==> src/rtl/row_accum_sched.sv <==
// row_accum_sched: meters row chunks into the adder tree and sequences the accumulator clear/accumulate tags.
// Define ROW_SCHED_PERF_EN to add saturating perf counters (o_perf_rows, o_perf_stall, o_perf_gap).

module row_accum_sched #(
  parameter int NI       = 8,
  parameter int TREE_LAT = 3,
  parameter int ACC_LAT  = 4,
  parameter int LEN_W    = 8,
  parameter int ROW_W    = 10
) (
  input  logic               i_clk,
  input  logic               i_reset,
  input  logic               i_cmd_valid,
  input  logic [LEN_W-1:0]   i_cmd_len,
  input  logic [ROW_W-1:0]   i_cmd_row,
  output logic               o_cmd_ready,
  input  logic               i_data_valid,
  input  logic [NI*32-1:0]   i_data_in,
  output logic               o_data_ready,
  output logic [NI*32-1:0]   o_tree_data,
  output logic               o_tree_valid,
  output logic               o_acc_valid,
  output logic               o_acc_first,
  output logic               o_result_valid,
  output logic [ROW_W-1:0]   o_result_row,
  output logic               o_busy
`ifdef ROW_SCHED_PERF_EN
  ,
  output logic [31:0]        o_perf_rows,
  output logic [31:0]        o_perf_stall,
  output logic [31:0]        o_perf_gap
`endif
);

  localparam int GAP_W = (ACC_LAT > 1) ? $clog2(ACC_LAT) : 1;
  localparam int TAG_W = ROW_W + 2;

  typedef enum logic [1:0] {
    S_IDLE  = 2'd0,
    S_ISSUE = 2'd1,
    S_GAP   = 2'd2
  } state_t;

  state_t             r_state, w_state_nxt;
  logic               r_cmd_ready, r_data_ready;
  logic [LEN_W-1:0]   r_rem;
  logic [ROW_W-1:0]   r_row;
  logic               r_first;
  logic [GAP_W-1:0]   r_gap;
  logic [NI*32-1:0]   r_tree_data;
  logic               r_tree_valid;
  logic [TAG_W-1:0]   r_tag0;
  logic [TREE_LAT:0]  r_tl_v;
  logic [TAG_W-1:0]   r_tl_tag [TREE_LAT+1];
  logic [ACC_LAT-1:0] r_al_v;
  logic [ROW_W-1:0]   r_al_row [ACC_LAT];
  logic               w_cmd_hs, w_data_hs, w_last, w_acc_last, w_busy;

  // Next-state decode; GAP spaces same-row chunks so accumulator feedback has settled.
  always_comb begin
    w_state_nxt = r_state;
    w_cmd_hs    = i_cmd_valid & r_cmd_ready;
    w_data_hs   = i_data_valid & r_data_ready;
    w_last      = (r_rem <= LEN_W'(1));
    case (r_state)
      S_IDLE: begin
        if (w_cmd_hs) w_state_nxt = S_ISSUE;
        else          w_state_nxt = S_IDLE;
      end
      S_ISSUE: begin
        if (w_data_hs) begin
          if (w_last)           w_state_nxt = S_IDLE;
          else if (ACC_LAT > 1) w_state_nxt = S_GAP;
          else                  w_state_nxt = S_ISSUE;
        end else begin
          w_state_nxt = S_ISSUE;
        end
      end
      S_GAP: begin
        if (r_gap <= GAP_W'(1)) w_state_nxt = S_ISSUE;
        else                    w_state_nxt = S_GAP;
      end
      default: w_state_nxt = S_IDLE;
    endcase
  end

  // Command latch, chunk metering and the tree-input register.
  always_ff @(posedge i_clk) begin
    if (i_reset) begin
      r_state      <= S_IDLE;
      r_cmd_ready  <= 1'b0;
      r_data_ready <= 1'b0;
      r_rem        <= {LEN_W{1'b0}};
      r_row        <= {ROW_W{1'b0}};
      r_first      <= 1'b0;
      r_gap        <= {GAP_W{1'b0}};
      r_tree_data  <= {(NI*32){1'b0}};
      r_tree_valid <= 1'b0;
      r_tag0       <= {TAG_W{1'b0}};
    end else begin
      r_state      <= w_state_nxt;
      r_cmd_ready  <= (w_state_nxt == S_IDLE);
      r_data_ready <= (w_state_nxt == S_ISSUE);
      if (w_cmd_hs) begin
        // A zero length is illegal; run it as a single-chunk row.
        r_rem   <= (i_cmd_len == {LEN_W{1'b0}}) ? LEN_W'(1) : i_cmd_len;
        r_row   <= i_cmd_row;
        r_first <= 1'b1;
      end else if (w_data_hs) begin
        r_rem   <= r_rem - LEN_W'(1);
        r_first <= 1'b0;
      end else begin
        r_rem   <= r_rem;
        r_first <= r_first;
      end
      if (r_state == S_GAP)  r_gap <= r_gap - GAP_W'(1);
      else if (w_data_hs)    r_gap <= GAP_W'(ACC_LAT - 1);
      else                   r_gap <= r_gap;
      r_tree_valid <= w_data_hs;
      r_tag0       <= w_data_hs ? {r_first, w_last, r_row} : {TAG_W{1'b0}};
      if (w_data_hs) r_tree_data <= i_data_in;
      else           r_tree_data <= r_tree_data;
    end
  end

  // Tag-only delay lines tracking the tree and accumulator latencies.
  always_ff @(posedge i_clk) begin
    if (i_reset) begin
      for (int i = 0; i <= TREE_LAT; i++) begin
        r_tl_v[i]   <= 1'b0;
        r_tl_tag[i] <= {TAG_W{1'b0}};
      end
      for (int j = 0; j < ACC_LAT; j++) begin
        r_al_v[j]   <= 1'b0;
        r_al_row[j] <= {ROW_W{1'b0}};
      end
    end else begin
      r_tl_v[0]   <= r_tree_valid;
      r_tl_tag[0] <= r_tag0;
      for (int i = 1; i <= TREE_LAT; i++) begin
        r_tl_v[i]   <= r_tl_v[i-1];
        r_tl_tag[i] <= r_tl_tag[i-1];
      end
      r_al_v[0]   <= w_acc_last;
      r_al_row[0] <= r_tl_tag[TREE_LAT][ROW_W-1:0];
      for (int j = 1; j < ACC_LAT; j++) begin
        r_al_v[j]   <= r_al_v[j-1];
        r_al_row[j] <= r_al_row[j-1];
      end
    end
  end

  // Busy covers the FSM and every tag still travelling through either line.
  always_comb begin
    w_busy = 1'b0;
    w_busy = (r_state != S_IDLE) | r_tree_valid | (|r_tl_v) | (|r_al_v);
  end

  assign w_acc_last     = r_tl_v[TREE_LAT] & r_tl_tag[TREE_LAT][TAG_W-2];
  assign o_cmd_ready    = r_cmd_ready;
  assign o_data_ready   = r_data_ready;
  assign o_tree_data    = r_tree_data;
  assign o_tree_valid   = r_tree_valid;
  assign o_acc_valid    = r_tl_v[TREE_LAT];
  assign o_acc_first    = r_tl_v[TREE_LAT] & r_tl_tag[TREE_LAT][TAG_W-1];
  assign o_result_valid = r_al_v[ACC_LAT-1];
  assign o_result_row   = r_al_row[ACC_LAT-1];
  assign o_busy         = w_busy;

`ifdef ROW_SCHED_PERF_EN
  logic [31:0] r_perf_rows, r_perf_stall, r_perf_gap;

  // Saturating event counters.
  always_ff @(posedge i_clk) begin
    if (i_reset) begin
      r_perf_rows  <= 32'd0;
      r_perf_stall <= 32'd0;
      r_perf_gap   <= 32'd0;
    end else begin
      if (o_result_valid && (r_perf_rows != 32'hFFFF_FFFF)) r_perf_rows <= r_perf_rows + 32'd1;
      else                                                  r_perf_rows <= r_perf_rows;
      if ((r_state == S_ISSUE) && !i_data_valid && (r_perf_stall != 32'hFFFF_FFFF))
        r_perf_stall <= r_perf_stall + 32'd1;
      else
        r_perf_stall <= r_perf_stall;
      if ((r_state == S_GAP) && (r_perf_gap != 32'hFFFF_FFFF)) r_perf_gap <= r_perf_gap + 32'd1;
      else                                                     r_perf_gap <= r_perf_gap;
    end
  end

  assign o_perf_rows  = r_perf_rows;
  assign o_perf_stall = r_perf_stall;
  assign o_perf_gap   = r_perf_gap;
`endif

endmodule
==> config.mk <==
export PLATFORM = sky130hd
export DESIGN_NAME = row_accum_sched
export DESIGN_NICKNAME = d
export VERILOG_FILES = /design/src/rtl/row_accum_sched.sv
export SDC_FILE = /design/constraint.sdc
export NUM_CORES = 1
export LEC_CHECK = 0
export CAP_MARGIN = 20
export CORE_AREA = 2 2 215 217
export DETAILED_ROUTE_END_ITERATION = 8
export DIE_AREA = 0 0 217 219
export PLACE_DENSITY = 0.6
export SLEW_MARGIN = 25
export SYNTH_ARGS = -nofsm -noshare
export SYNTH_HDL_FRONTEND = slang
export SYNTH_SLANG_ARGS = --single-unit
==> constraint.sdc <==
create_clock -name i_clk -period 1.7 [get_ports i_clk]
set_clock_uncertainty 0.15 [all_clocks]
set_input_delay 0.17 -clock i_clk [delete_from_list [all_inputs] [get_ports i_clk]]
set_output_delay 0.17 -clock i_clk [all_outputs]
set_load 0.01 [all_outputs]
# After elaboration in Yosys (flattened, before gate mapping)
# Memories as Yosys holds them, arrays and structs flattened.
# Cells that the tools add are included.
# op_classes
add_sub_neg	2
n_lt_le_gt_ge	2
eq_ne	3
muxes	23
bitwise_logic	16
reduce_logical	9
# op_table
cell	n
12-bit 2-to-1 mux	4
10-bit 2-to-1 mux	4
8-bit 2-to-1 mux	3
1-bit OR	11
2-bit 2-to-1 mux	5
8-bit by 1-bit <= comparator with 1-bit output, second input constant	1
8-bit logical NOT	1
4-bit OR reduction	2
8-bit by 1-bit subtractor with 8-bit output, second input constant	1
1-bit 2-to-1 mux	6
2-bit case mux with 3 select lines	1
2-bit nonzero test	3
1-bit AND	4
2-bit by 1-bit == test with 1-bit output, second input constant	2
2-bit logical NOT	2
2-bit == test, second input constant	1
2-bit by 1-bit <= comparator with 1-bit output, second input constant	1
2-bit OR reduction	1
2-bit by 1-bit subtractor with 2-bit output, second input constant	1
1-bit NOT	1
# totals
ff_bits	302
ram_bits	88
input_bits	278
output_inout_bits	273
wordCells	69
n_memories	2
# mem_list
memory	words	word_bits	read_ports	rd_ports_with_merged_regs	wr	line_no	text
r_tl_tag	4	12	4	0	4	54	logic [TAG_W-1:0] r_tl_tag [TREE_LAT+1];
r_al_row	4	10	4	0	4	56	logic [ROW_W-1:0] r_al_row [ACC_LAT];

# Logic depth before layout (Yosys ltp)
# Gate-level depths: netlist (run 1).
# logic_depth
word_depth	5
ltp_mapped	6

# Worst setup path after synthesis (run 1)
# No wires, ideal clock.
# synth_timing
path_kind	register -> register
from	register r_rem[2]
to	register r_rem[6]
setup_time_ps	91
arrival_ps	1452
required_time_ps	1459
slack_ps	7
path_stages_with_launch	4
n_path_buf	0
synth_period_minus_slack_ps	1693
cell_sequence	dfxtp_1 or4_4 or3_1 a311oi_1
# synth_via
elab_chain_cells	3
# synth_lines
element	line_no	text
start: declaration	46	logic [LEN_W-1:0] r_rem;
start signal: assignment	93	r_rem <= {LEN_W{1'b0}};
start signal: assignment	106	r_rem <= (i_cmd_len == {LEN_W{1'b0}}) ? LEN_W'(1) : i_cmd_len;
start signal: assignment	110	r_rem <= r_rem - LEN_W'(1);
8-bit by 1-bit subtractor with 8-bit output	110	
8-bit 2-to-1 mux	109	end else if (w_data_hs) begin
8-bit 2-to-1 mux	104	if (w_cmd_hs) begin
# Every way passes these cells. The select of a mux whose other input is x is not followed.
# A chain may end at the register's enable or synchronous reset.

# Final worst setup path (run 1)
# layout_timing
from	register r_al_v[2]
to	output o_busy
# layout_via
elab_chain_cells	2
# layout_lines
element	line_no	text
start: declaration	55	logic [ACC_LAT-1:0] r_al_v;
start signal: indexed assignment	147	r_al_v[j] <= r_al_v[j-1];
4-bit OR reduction	156	w_busy = (r_state != S_IDLE) | r_tree_valid | (|r_tl_v) | (|r_al_v);
1-bit OR	156	
end: declaration	26	output logic o_busy
# Every way passes these cells.

==> flow_metrics.tcl, run 1 <==
set metrics [dict create \
    violations "setup timing" \
    crit_fanout 2 \
    pwr-share-clk_pct 43.6 \
    cts_tree "yes" \
    synth_top_cells_by_area "dfxtp_1, nand2_1, a21oi_1" \
    p_comb_share_pct 11.8 \
    p_int_uw 16420 \
    gr-total-overflow 0 \
    grt_setup_unrepaired "yes" \
    boundaryPins 551 \
    min_period_ns 1.783 \
    root_buffer "clkbuf_16" \
    postSynthCellCount 1469 \
    relSlewSlack_pct 78.13 \
    status "complete, but fails checks" \
    clk_pin_slew_ns 0.06 \
    wl_um 43080 \
    cp-start-kind "flip-flop" \
    htree_levels 2 \
    die_area_um2 47520 \
    finalMaxSlewViolations 0 \
    grt_max_degree 71 \
    ys_seq_area_share_pct 61.69 \
    placed_cell_area_um2 19430 \
    num_vias 12514 \
    drcViolationCount 0 \
    synth_area_um2 12660 \
    syn_nets 1750 \
    fin_crit_sh_pct 104.9 \
    fin_nets 2522 \
    ys_async_sr_fraction_pct 0 \
    grt_pass1_vias 12633 \
    worst-path-buf-inv 1 \
    design_power_total_uw 21330 \
    synth_seq_cells 390 \
    clkLatencyLatePin_ns 0.57 \
    drtIter0Drc 431 \
    grt_pass1_wl_um 65880 \
    slowest_delay_ns 0.32 \
    fin_cells 2872 \
    critPathKind "reg -> out" \
    powerDensity_nw_per_um2 943.1 \
    cp.required_ns 1.38 \
    p_leak_uw 0.009559 \
    cp_cell_sequence "nor4_2 > nand3_2 > buf_6" \
    worstSetupEndpointType "output pin" \
    die-height_um 219 \
    dp_hpwl_um 29810 \
    layout_commonest_cell "nand2_1" \
    synth_top_cell_by_area "dfxtp_1" \
    ant_nets 0 \
    via_per_inst 4.357 \
    synth_cell_type_count 29 \
    syn_avg_cell_area_um2 8.615 \
    p_sw_share_pct 23.04 \
    portBuffers 550 \
    dp.cells 2592 \
    layout-drive-gt1-share_pct 7.225 \
    hold_path.class "in -> reg" \
    clk_path_buf_depth 3 \
    synth_edf_count 0 \
    tightest_slew_ns 0.3250 \
    grt_use_total_pct 17.35 \
    cp_slowest_cell "dfxtp_1" \
    synth_top_area_share_pct 61.69 \
    place_worst_setup_slack_ns -0.1669 \
    cts.sinks 390 \
    p_sw_uw 4915 \
    cap_violations 0 \
    syn_to_final_growth_pct 78.72 \
    power.share.sequential_pct 44.6 \
    setup_ws_ns -0.08306 \
    vdd_drop_max_mv 0.6113 \
    wire_per_inst_um 15.00 \
    max_freq_mhz 560.8 \
    core_area_um2 45090 \
    fin_area_um2 22620 \
    fill_cells 4131 \
    rows 78 \
    die_w_um 217 \
    timing.final.hold_violations 0 \
    first_pass_iters 4 \
    arrival_ns 1.46 \
    setup_viol 1 \
    yosys_warnings 0 \
    ys.flop_type "dfxtp_1" \
    hold_ws_ns 0.02377 \
    start_util_pct 28.07 \
    critical-path-top-delay-family "simple AND/OR/NAND/NOR gates" \
    cts_buffers 43 \
    antenna_found_initial 4 \
    routabilityCongestion 0.8424 \
    final_cell_mix "nand2_1, dfxtp_1, clkdlybuf4s50_1, dlygate4sd2_1, a21oi_1" \
]
final timing paths:
check                                           startpoint                            end  slack, ns  depth (start not counted)
worst min-delay path                        i_data_in[225]  o_tree_data[225]$_SDFFE_PP0P_       0.02                          3
worst min register to register  r_tl_tag[1][11]$_SDFF_PP0_     r_tl_tag[2][11]$_SDFF_PP0_       0.28                          1
worst max-delay path                  r_al_v[2]$_SDFF_PP0_                         o_busy      -0.08                          3
worst max register to register       r_rem[3]$_SDFFE_PP0P_          r_rem[6]$_SDFFE_PP0P_       0.01                          3
tightest hold or removal path, cell delays in order:
cell	delay, ns
clkdlybuf4s50_1	0.40
nand2_1	0.06
a21oi_1	0.05
repair_timing:
| item | 4_1_cts | 5_1_grt |
|---|---|---|
| resized for setup | 284 | 16 |
| pin swaps | 7 | 4 |
| hold endpoints to repair | 331 | 0 |
| setup buffers | 1 | 0 |
| hold buffers | 203 | 0 |
| endpoints found under the setup margin | 276 | 5 |
metrics by stage:
stage          setup TNS, ns  utilization (%)
2_1_floorplan              0                -
3_3_place_gp          -13.47            43.10
3_5_place_dp          -16.41            43.10
4_1_cts              -0.1335            50.04
5_1_grt              -0.2306            50.16
6_report            -0.08306            50.17
layout make-up:
class | count | area [µm²] | area share [%]
multi-input cells | 973 | 4497 | 19.88
flip-flops and latches | 390 | 7818 | 34.56
clock inverters | 10 | 137.6 | 0.6085
clock buffers | 64 | 1285 | 5.681
repair buffers | 830 | 8115 | 35.88
diodes | 2 | 5.005 | 0.02213
inverters | 3 | 11.26 | 0.04978
well taps | 600 | 750.7 | 3.319
cells in the mapped netlist, types with 2 or more instances:
library cell and n:
nor4_1 5, a21oi_1 268, xnor2_1 5, and2_1 15
dfxtp_1 390, ha_1 3, nor2_1 14, nand2b_1 3
buf_1 9, a311oi_1 2, and3b_1 2, nand3_1 2
a211oi_1 8, inv_1 3, nor2b_1 96, nand2_1 536
nor3_1 4, clkbuf_1 91, buf_2 3
state kept, by name (all words and copies together), names as in the netlist:
name	flops
r_row	10
r_state	2
r_al_v	4
r_tl_v	4
o_data_ready	1
r_gap	2
r_first	1
r_al_row	40
r_tl_tag	48
o_tree_valid	1
r_tag0	12
o_tree_data	256
r_rem	8
o_cmd_ready	1
cells by family (layout without fill, tap and decap cells):
| family | after synthesis | after routing | synth area share [%] |
|---|---|---|---|
| AOI/OAI and AO/OA | 282 | 282 | 11.47 |
| xor gates and xnor gates | 6 | 6 | 0.4152 |
| adders and majority gates | 3 | 3 | 0.2966 |
| buffers and inverters | 106 | 907 | 3.173 |
| DFF | 390 | 390 | 61.69 |
| muxes | 1 | 1 | 0.07909 |
| other | 0 | 2 | 0 |
| and+or+nand+nor | 681 | 681 | 22.88 |
per-layer routing:
layer | vias up | global-route usage [%] | part of all wire [%]
met5 | - | 0 | 0.095
met3 | 117 | 5.752 | 8.0
li1 | 6249 | - | -
met2 | 453 | 29.54 | 47
met1 | 5689 | 19.14 | 39
met4 | 6 | 9.384 | 5.4
power by group through the flow:
| stage | clock network (µW) | logic (µW) | registers, µW |
|---|---|---|---|
| 4_1_cts | 9600 | 2510 | 9520 |
| 6_report | 9300 | 2510 | 9520 |
| 3_3_place_gp | 0 | 2230 | 9710 |
| 2_1_floorplan | 0 | 630 | 9810 |
| 3_5_place_dp | 0 | 2240 | 9720 |
| 5_1_grt | 9980 | 2700 | 9550 |
Note: power is estimated with default switching activity, not from simulation.
==> run 2, diff against run 1 <==
clock period = 1.5 ns   (was 1.7 ns; I/O delays follow)
==> flow_metrics.tcl, run 2 (same netlist as run 1, synthesis figures left out) <==
set metrics [dict create \
    clkLatencyLatePin_ns 0.57 \
    worstSetupEndpointType "output pin" \
    timing.final.hold_violations 0 \
    ant_nets 0 \
    routed.top_layer "met5" \
    cts_tree "yes" \
    clk_path_buf_depth 3 \
    syn_to_final_growth_pct 97.20 \
    cp-startpoint "r_state[0]$_SDFF_PP0_" \
    die_w_um 217 \
    wire_per_inst_um 17.83 \
    final_util_pct 55.35 \
    critPathCapture "o_busy" \
    powerDensity_nw_per_um2 1022 \
    final_cell_mix "nand2_1, dfxtp_1, clkdlybuf4s50_1, dlygate4sd3_1, a21oi_2" \
    wl_um 52350 \
    boundaryPins 551 \
    dp_hpwl_um 30600 \
    grt_pass1_wl_um 69460 \
    drcViolationCount 0 \
    largest_register_ffs 256 \
    die-height_um 219 \
    portBuffers 550 \
    rows 78 \
    fin_crit_sh_pct 118.4 \
    fill_cells 3713 \
    status "complete, but fails checks" \
    critPathKind "reg -> out" \
    layout-drive-gt1-share_pct 30.38 \
    antenna_found_initial 4 \
    r2r_setup_slack_ns -0.18 \
    holdPathStages 3 \
    arrival_ns 1.48 \
    gr-total-overflow 0 \
    fin_nets 2586 \
    dp.cells 2592 \
    grt_use_total_pct 18.40 \
    core_area_um2 45090 \
    drtIter0Drc 621 \
    grt_pass1_vias 12979 \
    cts.sinks 390 \
    setup_viol 85 \
    routabilityCongestion 0.8280 \
    cts_buffers 43 \
    violations "setup timing" \
    layout_commonest_cell "nand2_1" \
    start_util_pct 28.07 \
    relSlewSlack_pct 64.07 \
    max_freq_mhz 563.1 \
    worstReg2RegEnd "r_rem[6]$_SDFFE_PP0P_" \
    finalMaxSlewViolations 0 \
    worstReg2RegStart "r_rem[4]$_SDFFE_PP0P_" \
    grt_max_degree 77 \
    crit_fanout 2 \
    cp.required_ns 1.20 \
    cap_violations 0 \
    worst-r2r-cell-count 3 \
    htree_levels 2 \
    fin_tns_setup_ns -2.457 \
    fin_cells 2936 \
    root_buffer "clkbuf_16" \
    tightest_slew_ns 0.5389 \
    hold_path.class "in -> reg" \
    first_pass_iters 5 \
    setup_ws_ns -0.2760 \
    min_period_ns 1.776 \
    wl_met3_um 3832 \
    num_vias 13452 \
    via_per_inst 4.582 \
    clk_pin_slew_ns 0.06 \
    p_leak_uw 0.01009 \
    vdd_drop_max_mv 0.7370 \
    place_worst_setup_slack_ns -0.3473 \
    cp-start-kind "flip-flop" \
    die_area_um2 47520 \
    wl_met1_um 19770 \
    grt_setup_unrepaired "yes" \
    wl_met2_um 26090 \
]
## run 2: how the worst min path moves through the flow
stage | startpoint | to | slack (ns)
finish | i_data_in[30] | o_tree_data[30]$_SDFFE_PP0P_ | 0.03
global route | i_cmd_row[0] | r_row[0]$_SDFFE_PP0P_ | 0.01
CTS | i_data_in[93] | o_tree_data[93]$_SDFFE_PP0P_ | 0.0006
detailed placement | r_al_row[0][2]$_SDFF_PP0_ | r_al_row[1][2]$_SDFF_PP0_ | 0.27
global placement | r_tl_tag[3][7]$_SDFF_PP0_ | r_al_row[0][7]$_SDFF_PP0_ | 0.27
floorplan | i_cmd_row[0] | r_row[0]$_SDFFE_PP0P_ | 0.14
## run 2: power by group
part | internal, µW | switching (µW)
clock network | 6720 | 4340
registers | 10700 | 164
logic | 2000 | 1630
total | 19400 | 6130
## run 2: cell type report
cell class	instances	area, µm²	area share (%)
diodes	2	5.005	0.02005
multi-input cells	974	6042	24.21
well taps	600	750.7	3.008
clock buffers	58	1212	4.858
flip-flops and latches	390	7840	31.41
repair buffers	893	8823	35.35
clock inverters	16	272.8	1.093
inverters	3	11.26	0.04512
## run 2: per-stage QoR
| step | cell area, µm² | hold slack (ns) | total power [µW] |
|---|---|---|---|
| final | 24960 | 0.02937 | 25500 |
| after detailed placement | 19360 | 0.2704 | 13540 |
| after CTS | 23390 | 0.0006380 | 25160 |
| after global routing | 24960 | 0.01172 | 26440 |
| after floorplan | 12710 | 0.1360 | 11850 |
| after global placement | 19360 | 0.2656 | 13520 |
## run 2: what timing repair did
item / 4_1_cts / 5_1_grt
hold endpoints to repair: 338 / 1
buffers inserted: 4 / 9
hold buffers: 228 / 1
cloned: 5 / 22
pin swaps: 10 / 202
resized for setup: 623 / 632
setup endpoints to repair: 329 / 407
## run 2: worst max-delay path, stage by stage (launching register included)
cell and delay (ns):
dfxtp_2 0.33, nor4_2 0.25, nand3_1 0.16, buf_2 0.17
## run 2: metal layers
layer,GRT usage [%],vias up
li1,-,6374
met1,19.41,6349
met2,33.02,568
met3,6.071,155
met4,8.744,6
met5,0,-
